--- config.mk ---
export PLATFORM = sky130hd
export DESIGN_NAME = bp_ctrl
export DESIGN_NICKNAME = d
export VERILOG_FILES = /design/src/rtl/bp_ctrl.sv
export SDC_FILE = /design/constraint.sdc
export NUM_CORES = 1
export LEC_CHECK = 0
export ABC_AREA = 1
export CORE_MARGIN = 8
export CORE_UTILIZATION = 40
export CTS_BUF_LIST = sky130_fd_sc_hd__clkbuf_8
export DETAILED_ROUTE_END_ITERATION = 7
export GPL_ROUTABILITY_DRIVEN = 1
export PLACE_DENSITY = 0.62
export SYNTH_ARGS = -nofsm -noshare
export SYNTH_HDL_FRONTEND = slang
export SYNTH_SLANG_ARGS = --single-unit
--- constraint.sdc ---
create_clock -name clk -period 4.35 [get_ports clk]
set_input_delay 0.87 -clock clk [delete_from_list [all_inputs] [get_ports clk]]
set_output_delay 0.87 -clock clk [all_outputs]
set_load 0.01 [all_outputs]
--- src/rtl/bp_ctrl.sv ---
// gshare index/prediction path, speculative GHR, and an in-order queue of in-flight predicted branches.
// Prediction/update outputs are combinational, state moves on the next edge; fetch stalls while the queue is full.
module bp_ctrl #(
  parameter int width = 15,
  parameter int depth = 4
) (
  input  logic             clk,
  input  logic             reset,
  input  logic             fetch_valid,
  input  logic             fetch_is_br,
  input  logic [15:0]      fetch_pc,
  output logic             pred_taken,
  output logic             stall_fetch,
  input  logic             res_valid,
  input  logic             res_taken,
  output logic             mispredict,
  output logic [width-1:0] pht_index_fetch,
  input  logic             pht_out,
  output logic             pht_load,
  output logic [width-1:0] pht_index_mem,
  output logic             pht_ben,
  output logic [15:0]      br_count,
  output logic [15:0]      mp_count
);

  localparam int PW = $clog2(depth);
  localparam logic [PW:0] FULL = (PW+1)'(depth);

  typedef struct packed {
    logic [width-1:0] idx;
    logic             pred;
    logic [width-1:0] ghr;
  } entry_t;

  entry_t           q [depth];
  entry_t           head_e;
  logic [PW-1:0]    head;
  logic [PW-1:0]    tail;
  logic [PW:0]      count;
  logic [width-1:0] ghr;
  logic             nonempty;
  logic             resolve;
  logic             push;
  logic             unused_bits;

  assign head_e          = q[head];
  assign nonempty        = (count != '0);
  assign stall_fetch     = (count == FULL);
  assign resolve         = res_valid & nonempty;
  assign mispredict      = resolve & (res_taken != head_e.pred);
  assign push            = fetch_valid & fetch_is_br & ~stall_fetch & ~mispredict;

  assign pht_index_fetch = fetch_pc[width:1] ^ ghr;
  assign pred_taken      = pht_out;
  assign pht_load        = resolve & ~reset;
  assign pht_index_mem   = head_e.idx;
  assign pht_ben         = res_taken;

  // The oldest history bit of a saved GHR is shifted out on repair.
  assign unused_bits     = ^{fetch_pc, head_e.ghr[width-1]};

  // Entry storage carries no reset; validity is defined by the pointers and count.
  always_ff @(posedge clk) begin
    if (!reset && push) begin
      q[tail] <= '{idx: pht_index_fetch, pred: pht_out, ghr: ghr};
    end
  end

  always_ff @(posedge clk) begin
    if (reset) begin
      head     <= '0;
      tail     <= '0;
      count    <= '0;
      ghr      <= '0;
      br_count <= '0;
      mp_count <= '0;
    end else begin
      if (mispredict) begin
        // Squash every younger branch and rebuild history from the mispredicted one.
        ghr   <= {head_e.ghr[width-2:0], res_taken};
        head  <= '0;
        tail  <= '0;
        count <= '0;
      end else begin
        if (push) begin
          tail <= tail + PW'(1);
          ghr  <= {ghr[width-2:0], pht_out};
        end
        if (resolve) begin
          head <= head + PW'(1);
        end
        count <= count + (PW+1)'(push) - (PW+1)'(resolve);
      end
      if (resolve && br_count != 16'hFFFF) begin
        br_count <= br_count + 16'd1;
      end
      if (mispredict && mp_count != 16'hFFFF) begin
        mp_count <= mp_count + 16'd1;
      end
    end
  end

endmodule

## Word level (Yosys, flattened, before mapping)

Memories as Yosys holds them, arrays and structs flattened. A register that Yosys moved wholly into a read port is not among the register bits.
Cells that the tools add are included.

- Add/subtract/negate cells: 6
- Equality and inequality tests: 4
- Mux-type cells: 6
- Bitwise gates (word level): 10
- Reduce and logical (&&, ||, !) cells: 7

Operators with widths:

| operator | count |
|---|---|
| 16-bit by 1-bit adder with 16-bit output (second input constant) | 2 |
| 16-bit inequality test (second input constant) | 2 |
| 15-bit 2-to-1 mux | 2 |
| 15-bit bitwise XOR | 1 |
| 1-bit bitwise AND | 6 |
| 2-bit by 1-bit adder with 2-bit output (second input constant) | 2 |
| 2-bit 2-to-1 mux | 2 |
| 3-bit by 1-bit adder with 3-bit output | 1 |
| 3-bit equality test (second input constant) | 1 |
| 1-bit logical AND | 3 |
| 1-bit NOT | 3 |
| 3-bit nonzero test | 1 |
| 3-bit by 1-bit subtractor with 3-bit output | 1 |
| 1-bit 2-to-1 mux | 2 |
| 2-bit nonzero test | 1 |
| 2-bit OR reduction | 1 |
| 1-bit logical NOT | 1 |
| 1-bit inequality test | 1 |

- Register bits after elaboration: 54
- RAM bits: 124
- Output and inout bits: 67
- Memories: 1

Memories:

| name | depth | bits a word | read ports | clocked after Yosys merged registers in | write ports | line | RTL |
|---|---|---|---|---|---|---|---|
| q | 4 | 31 | 1 | 1 | 1 | 35 | `entry_t q [depth];` |

## Logic depth before layout (Yosys ltp)

- Depth after elaboration: 8
- Mapped depth: 17
- Gate-level depth less buffers: 15

## Worst setup path after synthesis

OpenSTA, ideal clock, no wires.

- Path type: input to register
- Start: input res_valid
- End: memory q[0][0] (netlist bit) (enable)
- Arrival time: 2.889 ns
- Required time: 3.933 ns
- Setup slack: 1.044 ns
- Cell stages on the path: 7
- Cell sequence: a21boi_2 -> nand3_1 -> buf_4 -> nand2_1 -> nor2_2 -> inv_2 -> nor2_1

- Word-level cells in the longest chain between the ends: 7

RTL lines:

| element | line | RTL |
|---|---|---|
| start, declared | 14 | `input logic res_valid,` |
| 1-bit bitwise AND | 49 | `assign resolve = res_valid & nonempty;` |
| 1-bit bitwise AND | 50 | `assign mispredict = resolve & (res_taken != head_e.pred);` |
| 1-bit NOT | 51 | `assign push = fetch_valid & fetch_is_br & ~stall_fetch & ~mispredict;` |
| 1-bit bitwise AND | 51 |  |
| 1-bit logical AND | 64 | `if (!reset && push) begin` |
| 1-bit 2-to-1 mux | 64 |  |
| 1-bit 2-to-1 mux (not written as such) | 65 | `q[tail] <= '{idx: pht_index_fetch, pred: pht_out, ghr: ghr};` |
| end, declared | 35 |  |

Every way passes these cells.

## Worst setup path in the final report

- Start: input res_valid
- End: output mispredict

- Word-level cells in the longest chain between the ends: 2

RTL lines:

| element | line | RTL |
|---|---|---|
| 1-bit bitwise AND | 49 |  |
| via resolve | 42 | `logic resolve;` |
| 1-bit bitwise AND | 50 |  |
| end, declared | 16 | `output logic mispredict,` |

The timed path passes the listed nets, and every way through them passes these cells.

==> results_dict.tcl <==
set metrics [dict create \
    status "finished clean" \
    ant_nets 0 \
    post-dp-hpwl_um 10800 \
    m1WireLength_um 8162 \
    grt_antenna_before_repair 0 \
    critical_path.top_delay_family "buffers and inverters" \
    hold_depth 2 \
    slowest_delay_ns 0.58 \
    syn_nets 802 \
    total_power_mw 4.369 \
    nets 885 \
    cts.sinks 176 \
    leakagePower_nw 3.323 \
    hp-class "flop to flop" \
    multi_input_area_mm2 0.002565 \
    worst_pin_slew_ns 0.9006 \
    diodes 0 \
    grt_max_degree 59 \
    grt_use_total_pct 14.80 \
    clock_path_buffers 2 \
    via_per_inst 5.079 \
    synth_top_family_by_area "simple AND/OR/NAND/NOR gates" \
    fin_skew_ns 0.01523 \
    yosysUniqueCellTypes 40 \
    io_pins 90 \
    cpMaxStageDelayCell "clkdlybuf4s50_1" \
    syn_avg_cell_area_um2 9.980 \
    clock_latency_ns 0.47 \
    ff2ff_path_depth 11 \
    die_w_um 154.6 \
    highest_layer "met4" \
    ys_top_cells_by_count "nand2_1 (127), edfxtp_1 (120), nor2_1 (107)" \
    hold_viol_final 0 \
    grt_pass1_wl_um 27990 \
    overflow 0 \
    rows 50 \
    post-synth-top-count-cell "nand2_1" \
    dieArea_mm2 0.02390 \
    die_y_um 154.6 \
    ctsRootBufferMaster "clkbuf_8" \
    cts_buffers 17 \
    drv_slew 0 \
    critPathBufInv 3 \
    synth_area_leaders "edfxtp_1 (47%), dfxtp_1 (15%), nand2_1 (6.2%), nor2_1 (5.2%), nand3_1 (4.8%)" \
    worstSetupPathType "input pin to primary output" \
    async_flop_share_pct 0 \
    synth_top_area_share_pct 46.89 \
    core_area_mm2 0.01877 \
    wirelength_um 17520 \
    synth-simple-area-share_pct 19.07 \
    postCtsSetupBuffers 0 \
    vdd_ir_drop_max_mv 0.2306 \
    synthToLayoutAreaGrowth_pct 20.25 \
    htree_num_levels 4 \
    synth_edf_count 120 \
    register_area_mm2 0.004726 \
    synth_seq_cells 176 \
    worst_path_most_repeated_cell "clkdlybuf4s50_1" \
    wl_per_cell_um 15.93 \
    cp_max_fo 6 \
    startpoint_type "input pin" \
    finish.utilization_pct 49.24 \
    hold_buffers 0 \
    drtPass1Iterations 5 \
    grt_pass1_vias 5366 \
    finalSetupViolCount 0 \
    synth-compound-area-share_pct 9.085 \
    dr_total_vias 5587 \
    synth.area.mux_share_pct 0 \
    crit_chain "clkdlybuf4s50_1 > a21boi_2 > inv_2 > nor2_4 > clkdlybuf4s50_1" \
    fmax_mhz 296.6 \
    rsz0062_at_grt "false" \
    syn_inst 770 \
    path_clk_slew_ns 0.09 \
    synth_top_area_cell "edfxtp_1" \
    wl_met3_um 1053 \
    nFillCells 1747 \
    first_iter_violations 315 \
    cp-end-kind "primary output" \
    required_ns 3.48 \
    cp.depth 5 \
    syn_area_mm2 0.007685 \
    gp_congestion 0.8404 \
    synth_fa_ha_area_share_pct 1.563 \
    ys.flop_type "edfxtp_1" \
    drive_gt1_share_pct 9.238 \
    ys_warn_count 0 \
    period_minus_slack_ns 3.372 \
    powerDensity_mw_per_mm2 472.8 \
    drv_cap 0 \
    ys_seq_area_share_pct 61.48 \
    cts_tree "done" \
    ctsResizeCount 0 \
    slew_headroom_pct 39.89 \
    wl_met2_um 8066 \
    port_buffers 88 \
    crit_arrival_ns 2.50 \
    finalCritPeriodShare_pct 77.51 \
    synth_xor_area_share_pct 3.533 \
    finalSetupTns_ns 0 \
    start_util_pct 40.95 \
    drc 0 \
]
area by class of cell:
| class | instances | share of cell area [%] |
|---|---|---|
| clock buffers | 17 | 2.532 |
| repair buffers | 102 | 10.80 |
| clock inverters | 15 | 2.369 |
| flip-flops and latches | 176 | 51.14 |
| well taps | 234 | 3.168 |
| inverters | 54 | 2.234 |
| multi-input cells | 502 | 27.76 |
flip-flops by register name, summed over array words and instances (netlist names), named ones only:
| register | flops |
|---|---|
| br_count | 16 |
| head | 2 |
| mp_count | 16 |
| q | 120 |
| tail | 2 |
| count | 3 |
| ghr | 15 |
kinds of logic (layout without fill, tap and decap cells):
group,Yosys count,count (layout)
AO/OA/AOI/OAI,125,125
AND/OR/NAND/NOR,337,337
XOR/XNOR,31,31
buffers and inverters,92,188
adder cells (fa/ha/maj),9,9
flip-flops,176,176
layout by cell type, fill, tap and decap left out, types with 2 or more instances in the layout:
cell	count
clkbuf_8	17
dfxtp_1	55
o21bai_1	2
nor2_2	8
a21oi_2	6
xor2_1	25
nor2_1	103
inv_2	7
o22ai_1	29
inv_6	2
inv_8	7
nand2_1	127
nor2_4	3
nor3_1	8
inv_1	45
a21oi_1	20
xnor2_1	6
o21ai_0	63
buf_4	13
nand4_1	5
nand3_1	74
clkdlybuf4s50_1	88
o21ai_1	3
bufinv_16	3
edfxtp_1	120
ha_1	8
metrics by stage:
step / setup WS [ns] / hold WS (ns) / std cells / instance area [um2]
after floorplan: 1.044 / 0.4531 / 770 / 7685
after global placement: 0.8591 / 0.4709 / 1068 / 8788
after detailed placement: 0.8316 / 0.4795 / 1068 / 8788
after CTS: 0.9535 / 0.5001 / 1100 / 9241
after global routing: 0.8421 / 0.5283 / 1100 / 9241
final: 0.9785 / 0.4993 / 1100 / 9241
worst reg2reg max path: stages, from the launching register on:
cell     delay, ns
dfxtp_2       0.36
inv_4         0.33
nand2_1       0.10
nand3_1       0.12
nand3_1       0.10
nand3_1       0.09
buf_4         0.29
nand2_1       0.20
nor2_2        0.22
inv_2         0.10
nor2_2        0.45
buf_12        0.28
power by group:
group	internal [mW]	switching, mW
Clock	0.604	0.668
Combinational	0.414	0.639
Sequential	1.94	0.101
worst paths after layout:
path,start,to,slack [ns]
setup / recovery,res_valid,mispredict,0.98
hold / removal,mp_count[15],mp_count[15],0.50
setup reg to reg,flop,q[3][29],1.42
hold reg to reg,mp_count[15],mp_count[15],0.50
routing by layer:
metal  up-vias  global-route usage [%]
met4         0                   4.993
li1       2792                       -
met3        23                   4.235
met1      2632                   19.07
met2       140                   23.50
met5         -                       0
Power figures use the tool's default switching activity.
